**src/rtl/pixel_compositor.sv**
```systemverilog
// Pipelined per-pixel compositor: N priority sprites over a 1-bit tile map over a gradient.
// Hit/tile evaluation happens on the incoming pixel, ahead of the edge that updates sprites or tiles.
module pixel_compositor #(
  parameter int          N_SPRITES  = 4,
  parameter int          TILE_SHIFT = 4,
  parameter int          TILE_ROWS  = 30,
  parameter int          TILE_COLS  = 40,
  parameter logic [23:0] TILE_RGB   = 24'h555500
) (
  input  logic                            Clk,
  input  logic                            Reset,
  input  logic                            frame_start,
  input  logic                            pix_valid,
  input  logic [9:0]                      DrawX,
  input  logic [9:0]                      DrawY,
  input  logic [N_SPRITES-1:0]            spr_en,
  input  logic [10*N_SPRITES-1:0]         spr_x,
  input  logic [10*N_SPRITES-1:0]         spr_y,
  input  logic [10*N_SPRITES-1:0]         spr_w,
  input  logic [10*N_SPRITES-1:0]         spr_h,
  input  logic [24*N_SPRITES-1:0]         spr_rgb,
  input  logic                            tile_we,
  input  logic [$clog2(TILE_ROWS)-1:0]    tile_row,
  input  logic [$clog2(TILE_COLS)-1:0]    tile_col,
  input  logic                            tile_din,
  output logic                            out_valid,
  output logic [7:0]                      Red,
  output logic [7:0]                      Green,
  output logic [7:0]                      Blue,
  output logic [$clog2(N_SPRITES):0]      hit_idx
);

  localparam int RW = $clog2(TILE_ROWS);
  localparam int CW = $clog2(TILE_COLS);
  localparam int IW = $clog2(N_SPRITES) + 1;
  localparam logic [IW-1:0] NO_HIT = IW'(N_SPRITES);

  logic [N_SPRITES-1:0]    act_en_q, act_en_d;
  logic [10*N_SPRITES-1:0] act_x_q, act_x_d, act_y_q, act_y_d;
  logic [10*N_SPRITES-1:0] act_w_q, act_w_d, act_h_q, act_h_d;
  logic [24*N_SPRITES-1:0] act_rgb_q, act_rgb_d;
  logic [TILE_COLS-1:0]    tile_q [TILE_ROWS];
  logic [TILE_COLS-1:0]    tile_d [TILE_ROWS];

  logic            s1_valid_q, s1_valid_d, s1_hit_q, s1_hit_d, s1_tile_q, s1_tile_d;
  logic [IW-1:0]   s1_idx_q, s1_idx_d;
  logic [23:0]     s1_rgb_q, s1_rgb_d;
  logic [6:0]      s1_bx_q, s1_bx_d;
  logic            s2_valid_q, s2_valid_d;
  logic [IW-1:0]   s2_idx_q, s2_idx_d;
  logic [23:0]     s2_rgb_q, s2_rgb_d;
  logic            out_valid_q, out_valid_d;
  logic [IW-1:0]   out_idx_q, out_idx_d;
  logic [23:0]     out_rgb_q, out_rgb_d;

  logic [10:0] sx, sy, sw, sh, px, py;
  logic [9:0]  row_full, col_full;

  // Next-state for sprite set, tile map and the three pipeline register ranks.
  always_comb begin
    if (frame_start) begin
      act_en_d  = spr_en;
      act_x_d   = spr_x;
      act_y_d   = spr_y;
      act_w_d   = spr_w;
      act_h_d   = spr_h;
      act_rgb_d = spr_rgb;
    end else begin
      act_en_d  = act_en_q;
      act_x_d   = act_x_q;
      act_y_d   = act_y_q;
      act_w_d   = act_w_q;
      act_h_d   = act_h_q;
      act_rgb_d = act_rgb_q;
    end

    tile_d = tile_q;
    if (tile_we && (int'(tile_row) < TILE_ROWS) && (int'(tile_col) < TILE_COLS)) begin
      tile_d[tile_row][tile_col] = tile_din;
    end else begin
      tile_d[0] = tile_q[0];
    end

    // Walk from the lowest priority upward so the lowest hitting index is left standing.
    px = {1'b0, DrawX};
    py = {1'b0, DrawY};
    sx = 11'd0; sy = 11'd0; sw = 11'd0; sh = 11'd0;
    s1_hit_d = 1'b0;
    s1_idx_d = NO_HIT;
    s1_rgb_d = 24'h000000;
    for (int i = N_SPRITES - 1; i >= 0; i--) begin
      sx = {1'b0, act_x_q[10*i +: 10]};
      sy = {1'b0, act_y_q[10*i +: 10]};
      sw = {1'b0, act_w_q[10*i +: 10]};
      sh = {1'b0, act_h_q[10*i +: 10]};
      if (act_en_q[i] && (px + sw >= sx) && (px <= sx + sw) &&
          (py + sh >= sy) && (py <= sy + sh)) begin
        s1_hit_d = 1'b1;
        s1_idx_d = IW'(i);
        s1_rgb_d = act_rgb_q[24*i +: 24];
      end else begin
        s1_hit_d = s1_hit_d;
      end
    end

    row_full = DrawY >> TILE_SHIFT;
    col_full = DrawX >> TILE_SHIFT;
    if ((row_full < 10'(TILE_ROWS)) && (col_full < 10'(TILE_COLS))) begin
      s1_tile_d = tile_q[row_full[RW-1:0]][col_full[CW-1:0]];
    end else begin
      s1_tile_d = 1'b0;
    end
    s1_valid_d = pix_valid;
    s1_bx_d    = DrawX[9:3];

    s2_valid_d = s1_valid_q;
    if (!s1_valid_q) begin
      s2_rgb_d = 24'h000000;
      s2_idx_d = NO_HIT;
    end else if (s1_hit_q) begin
      s2_rgb_d = s1_rgb_q;
      s2_idx_d = s1_idx_q;
    end else if (s1_tile_q) begin
      s2_rgb_d = TILE_RGB;
      s2_idx_d = NO_HIT;
    end else begin
      s2_rgb_d = {8'h00, 8'h00, 8'h7f - {1'b0, s1_bx_q}};
      s2_idx_d = NO_HIT;
    end

    out_valid_d = s2_valid_q;
    out_rgb_d   = s2_rgb_q;
    out_idx_d   = s2_idx_q;
  end

  // State update with synchronous reset of every rank, sprite set and tile map.
  always_ff @(posedge Clk) begin
    if (Reset) begin
      act_en_q    <= '0;
      act_x_q     <= '0;
      act_y_q     <= '0;
      act_w_q     <= '0;
      act_h_q     <= '0;
      act_rgb_q   <= '0;
      tile_q      <= '{default: '0};
      s1_valid_q  <= 1'b0;
      s1_hit_q    <= 1'b0;
      s1_tile_q   <= 1'b0;
      s1_idx_q    <= NO_HIT;
      s1_rgb_q    <= 24'h000000;
      s1_bx_q     <= 7'd0;
      s2_valid_q  <= 1'b0;
      s2_idx_q    <= NO_HIT;
      s2_rgb_q    <= 24'h000000;
      out_valid_q <= 1'b0;
      out_idx_q   <= NO_HIT;
      out_rgb_q   <= 24'h000000;
    end else begin
      act_en_q    <= act_en_d;
      act_x_q     <= act_x_d;
      act_y_q     <= act_y_d;
      act_w_q     <= act_w_d;
      act_h_q     <= act_h_d;
      act_rgb_q   <= act_rgb_d;
      tile_q      <= tile_d;
      s1_valid_q  <= s1_valid_d;
      s1_hit_q    <= s1_hit_d;
      s1_tile_q   <= s1_tile_d;
      s1_idx_q    <= s1_idx_d;
      s1_rgb_q    <= s1_rgb_d;
      s1_bx_q     <= s1_bx_d;
      s2_valid_q  <= s2_valid_d;
      s2_idx_q    <= s2_idx_d;
      s2_rgb_q    <= s2_rgb_d;
      out_valid_q <= out_valid_d;
      out_idx_q   <= out_idx_d;
      out_rgb_q   <= out_rgb_d;
    end
  end

  assign out_valid = out_valid_q;
  assign Red       = out_rgb_q[23:16];
  assign Green     = out_rgb_q[15:8];
  assign Blue      = out_rgb_q[7:0];
  assign hit_idx   = out_idx_q;

endmodule

```
**config.mk**
```make
export PLATFORM = sky130hd
export DESIGN_NAME = pixel_compositor
export DESIGN_NICKNAME = d
export VERILOG_FILES = /design/src/rtl/pixel_compositor.sv
export SDC_FILE = /design/constraint.sdc
export NUM_CORES = 2
export LEC_CHECK = 0
export ABC_AREA = 0
export CELL_PAD_IN_SITES_DETAIL_PLACEMENT = 1
export CELL_PAD_IN_SITES_GLOBAL_PLACEMENT = 1
export CORE_ASPECT_RATIO = 1.5
export CORE_MARGIN = 2
export CORE_UTILIZATION = 51
export CTS_CLUSTER_DIAMETER = 60
export DETAILED_ROUTE_END_ITERATION = 10
export GPL_TIMING_DRIVEN = 1
export PLACE_DENSITY = 0.86
export SLEW_MARGIN = 25
export SYNTH_ARGS = -nofsm -noshare
export SYNTH_HDL_FRONTEND = slang
export SYNTH_SLANG_ARGS = --single-unit
export TNS_END_PERCENT = 100
```
**constraint.sdc**
```tcl
create_clock -name Clk -period 10.18 [get_ports Clk]
set_clock_uncertainty 0.15 [all_clocks]
set_input_delay 2.545 -clock Clk [delete_from_list [all_inputs] [get_ports Clk]]
set_output_delay 2.545 -clock Clk [all_outputs]
set_load 0.03 [all_outputs]
```
# Yosys cells after proc, flatten, opt, wreduce, memory -nomap -nowiden
# Index checks and enable logic that the tools add are counted.
[word_totals]
output_inout_bits = 28
ff_bits = 1553
wordCells = 148
inputBits = 297
[op_classes]
n_mux = 24
bitwise = 5
order_cmp = 26
n_reduce_logical = 26
add_sub_neg = 17
[op_table]
columns = ["operator", "count"]
rows = [
  ["$bwmux W1200", 1],
  ["$bmux W40 S5", 1],
  ["$demux W40 S5", 1],
  ["$add A10 B10 Y11", 16],
  ["$mux W24", 5],
  ["$mux W40", 3],
  ["$ge A11 B10 Y1", 8],
  ["$le A10 B11 Y1", 8],
  ["$mux W23", 1],
  ["$logic_and A1 B1 Y1", 21],
  ["$lt A6 B7 Y1 const B", 2],
  ["$ge A6 B6 Y1 const B", 2],
  ["$lt A6 B6 Y1 const B", 2],
  ["$mux W3", 4],
  ["$not A5 Y6", 2],
  ["$sub A7 B7 Y8 const A", 1],
  ["$bmux W1 S6", 1],
  ["$demux W1 S6", 1],
  ["$ge A6 B1 Y1 const B", 1],
  ["$lt A6 B1 Y1 const B", 1],
  ["$lt A6 B5 Y1 const B", 1],
  ["$mux W1", 6],
  ["$reduce_or A2 Y1", 3],
  ["$reduce_or A3 Y1", 2],
  ["2 further kinds", 4],
]

# Longest topological paths before layout
[logic_depth]
ltp_word = 10
mapped_depth = 23
depth_no_buf = 20

# Worst setup path after synthesis
# OpenSTA, ideal clock, no wires.
[synth_timing]
path_type = "input-to-reg"
startpoint = "in DrawY[0]"
endpoint = "reg s1_rgb_q[10]"
path_buffers = 3
arrival_time_ps = 6050
setup_ps = 79
cell_stages = 22
path_slack_ps = 3902
cell_sequence = "ha_1 -> fa_1 -> a21o_1 -> a21oi_1 -> o21bai_1 -> o21ba_2 -> nor2_1 -> nor2_1 -> nor2_1 -> xnor2_1 -> ha_1 -> o21ai_0 -> a21oi_1 -> and2_0 -> a221oi_1 -> a21oi_1 -> and3_4 -> buf_6 -> or3_1 -> buf_6 -> buf_8 -> o221ai_2"
[synth_via]
elab_chain_len = 8
[synth_lines]
columns = ["item", "line", "source"]
rows = [
  ["start: declaration", "15", "input logic [9:0] DrawY,"],
  ["$add A10 B10 Y11", "97", "(py + sh >= sy) && (py <= sy + sh)) begin"],
  ["$ge A11 B10 Y1", "97", ""],
  ["$logic_and A1 B1 Y1", "96", "if (act_en_q[i] && (px + sw >= sx) && (px <= sx + sw) &&"],
  ["$logic_and A1 B1 Y1", "97", ""],
  ["$mux W24 (3 in series)", "96", ""],
  ["$mux W24 (*)", "96", ""],
  ["end signal: assignment", "170", "s1_rgb_q <= s1_rgb_d;"],
  ["end: declaration", "47", "logic [23:0] s1_rgb_q, s1_rgb_d;"],
]
# Mark *: on every way between the ends. The rest lies on a longest branch, timed or not.
# A chain may end at the register's enable or synchronous reset.

# Worst setup path in the final report
[layout_timing]
startpoint = "in DrawY[1]"
endpoint = "reg s1_rgb_q[23]"
# Same word-level chain as after synthesis.

==> summary.md <==
| Metric | Value |
|---|---|
| Outcome | `finished, final reports clean` |
| # Post-CTS Setup Buffers | `0` |
| Crit path DAT | `8.18 ns` |
| # IOs | `325` |
| Port bufs | `324` |
| Vias in the first global route | `79800` |
| Layout fillers | `17300` |
| CTS resizes | `0` |
| Die Wd | `323 um` |
| Hold buffers post-CTS | `0` |
| Commonest non-fill, non-tap cells in the layout | `1553 x dfxtp_1, 1369 x a21oi_1, 1267 x nand3_1, 1266 x o21ai_0, 378 x nor2_1` |
| RSZ-0062 raised after global routing | `false` |
| Clock tree sinks | `1553` |
| Worst-Margin Slew | `1.32 ns` |
| Hold Crit Class | `reg -> reg` |
| Total number of vias | `78200` |
| Seq cells post-synth | `1553` |
| Sequential fraction of the synthesis area | `0.399` |
| Static Leakage | `30.0 nW` |
| Final worst path period need | `7.65 ns` |
| DR DRC count | `0` |
| Worst Hold Launch | `out_idx_d[2]$_SDFF_PP1_` |
| Final hold viol count | `0` |
| CP max-delay cell | `clkdlybuf4s50_1` |
| Worst setup EP type | `flop` |
| DRT antenna net count | `0` |
| Final WL | `344 mm` |
| DRT iter0 DRCs | `10400` |
| Post-Syn Area | `0.0779 mm2` |
| Ys Warns | `0` |
| Slowest stage delay, CP | `0.96 ns` |
| Relative slew slack | `0.116` |
| Syn Nets | `9651` |
| DR vias/cell | `7.17` |
| First-pass DRT Iterations | `6` |
| First-pass GRT wire length | `505 mm` |
| CTS Root Cell | `clkbuf_16` |
| WS Path Type | `in -> reg` |
| Worst Reg-to-Reg Cells | `21` |
| Peak VDD IR | `0.208 mV` |
| CTS max path bufs | `3` |
| Synth Instances | `9018` |
| Dpl hpwl | `201 mm` |
| WP data required | `10.71 ns` |
| FFs w/ async S/R, synth | `0` |
| Routability cong. | `0.941` |
| Pwr/cell area | `160 mW/mm2` |
| Wirelength per Cell | `31.5 um` |
| Most common cell after layout, fill and taps aside | `dfxtp_1` |
| Adder-Cell Fraction of Synth Area | `0.0555` |
| CTS buffer count | `153` |
| Overall fraction of global-route tracks in use | `0.429` |
| Post-synthesis simple-gate area fraction | `0.133` |
| Die Span Y | `483 um` |
| Post-synthesis xor/xnor area fraction | `0.0133` |
| Fin crit share | `0.751` |
| Clock Pin Slew Worst Setup and Hold Paths | `0.06 ns` |
| Share of layout cells above drive strength 1 | `0.0987` |
| Grt ovf | `0` |
| Fin Setup TNS | `0 ns` |
| Critical R2R Launch | `act_h_q[1]$_SDFFE_PP0P_` |
| Die area | `0.156 mm2` |
| Synth Area in Compound Gates | `0.212` |
| Initial antenna violation count | `33` |
| Sequence of cells on the critical path | `clkdlybuf4s50_1 -> ha_1 -> a21o_1 -> a21oi_1 -> o21bai_1 -> a21oi_1 -> o21bai_1 -> a21oi_1 -> o21bai_1 -> a21oi_1 -> xnor2_1 -> ha_1 -> nand2_1 -> a21oi_1 -> and2_0 -> a221oi_1 -> a21oi_1 -> and3_4 -> or3_1 -> buf_4 -> o221ai_1` |
| Initial core utilization | `0.514` |
| WHS Path Cells | `1` |
| Maxcap violations | `0` |
| Slew Limit Fails | `0` |
| Post-synth EDFFs | `0` |
| Cell area after layout | `0.0869 mm2` |
| Critical path startpoint category | `primary input` |
| DP Area | `0.0816 mm2` |
| Core Area | `0.152 mm2` |
| Worst-Skew Late Latency | `0.84 ns` |
| Setup Viol. Count Final | `0` |
| Worst-path maximum fanout | `26` |
| Top FF cell, synth | `dfxtp_1` |
| Pin count of the biggest net entering global routing | `234` |
| H-tree depth | `4` |
| Worst setup startpoint | `DrawY[1]` |
| Most frequent CP cell | `a21oi_1` |
| Main combinational cell family by area after synthesis | `compound AO/OA/AOI/OAI gates` |
| Max Freq | `0.131 GHz` |
| Layout area overhead | `11.7%` |
| Post-synthesis mux area share | `0.125` |
| Syn_area_per_cell | `8.63 um2` |
| FP Rows | `175` |
| Nets@finish | `9342` |
| CTS tree | `yes` |
| Post-synth cell types | `90` |
==> synth_stat cells (all sizes together), types with 8 or more instances <==
cell | n | share of area
o2111ai | 10 | 0.0011
fa | 16 | 0.0041
mux2 | 25 | 0.0036
o221ai | 36 | 0.0057
mux4 | 256 | 0.074
a21o | 44 | 0.0042
nor2 | 452 | 0.022
nand2b | 21 | 0.0017
a221oi | 26 | 0.0029
dfxtp | 1553 | 0.40
xor2 | 25 | 0.0028
or3 | 8 | 0.00064
a211oi | 21 | 0.0020
a2111oi | 16 | 0.0019
nor3 | 46 | 0.0030
nand3 | 1267 | 0.081
nand2 | 189 | 0.0091
o211ai | 23 | 0.0022
and3 | 16 | 0.0013
o21bai | 50 | 0.0048
nand4 | 22 | 0.0018
inv | 182 | 0.0088
buf | 121 | 0.012
ha | 320 | 0.051
mux2i | 370 | 0.048
clkbuf | 839 | 0.040
o21a | 22 | 0.0021
and2 | 36 | 0.0029
o21ai | 1298 | 0.083
a21oi | 1371 | 0.088
xnor2 | 93 | 0.010
nor2b | 64 | 0.0051
a22oi | 41 | 0.0040
a31oi | 33 | 0.0027
==> cells by family after synthesis <==
family,count (synthesis)
compound gates,3050
xor+xnor,118
fa+ha+maj,336
buf+inv,1144
flops,1553
mux,651
simple gates,2166
==> sequential cells by signal (all words and copies together) (netlist names), 4 cells and up <==
name and count:
tile_q 1200, act_y_q 40, act_h_q 40, act_en_q 4
out_rgb_q 24, s1_rgb_q 24, s1_bx_q 7, act_x_q 40
act_rgb_q 96, out_rgb_d 24, act_w_q 40
==> path summary, 6_finish.rpt <==
kind,endpoint,slack (ns)
max,s1_rgb_q[23]$_SDFF_PP0_,2.53
min,hit_idx[2]$_SDFF_PP1_,0.26
min reg2reg,hit_idx[2]$_SDFF_PP1_,0.26
max reg2reg,s1_rgb_q[23]$_SDFF_PP0_,4.59
==> critical path: cells and delay by family <==
family	cells	cell delay, ns
adders and majority gates	2	0.64
AOI/OAI and AO/OA	12	2.54
and+or+nand+nor	4	0.95
xor gates and xnor gates	1	0.09
buffers and inverters	2	1.36
==> metal layers <==
layer  wire [um]  vias up  global-route usage
li1            -    32100                   -
met1      116000    38300               0.480
met2      153000     5650               0.665
met3       39500     2145               0.129
met4       35300       24               0.374
met5         183        -             0.00154
==> power by group <==
group | switching (W) | internal [W] | total, W
Sequential | 0.0000698 | 0.00614 | 0.00621
Combinational | 0.00107 | 0.000575 | 0.00165
Clock | 0.00262 | 0.00340 | 0.00602
==> stage by stage <==
stage | std cells | util | setup slack, ns | power [W] | hold WS, ns
finish | 10900 | 0.574 | 2.53 | 0.0139 | 0.261
global route | 10900 | 0.573 | 2.21 | 0.0142 | 0.273
CTS | 10900 | 0.573 | 2.77 | 0.0138 | 0.257
detailed placement | 10600 | 0.538 | 1.95 | 0.00790 | 0.257
global placement | 10600 | 0.538 | 2.00 | 0.00782 | 0.246
floorplan | 9018 | - | 3.90 | 0.00730 | 0.236
==> cell type report <==
type	instances	area, um2	area share
Clock inverter	49	633	0.00728
Timing Repair Buffer	496	4730	0.0545
Clock buffer	224	4540	0.0522
Tap cell	2035	2550	0.0293
Inverter	184	691	0.00794
Antenna cell	41	103	0.00118
Multi-Input combinational cell	6321	42600	0.490
Sequential cell	1553	31100	0.358
No activity file was read; power rests on OpenSTA's default activity.
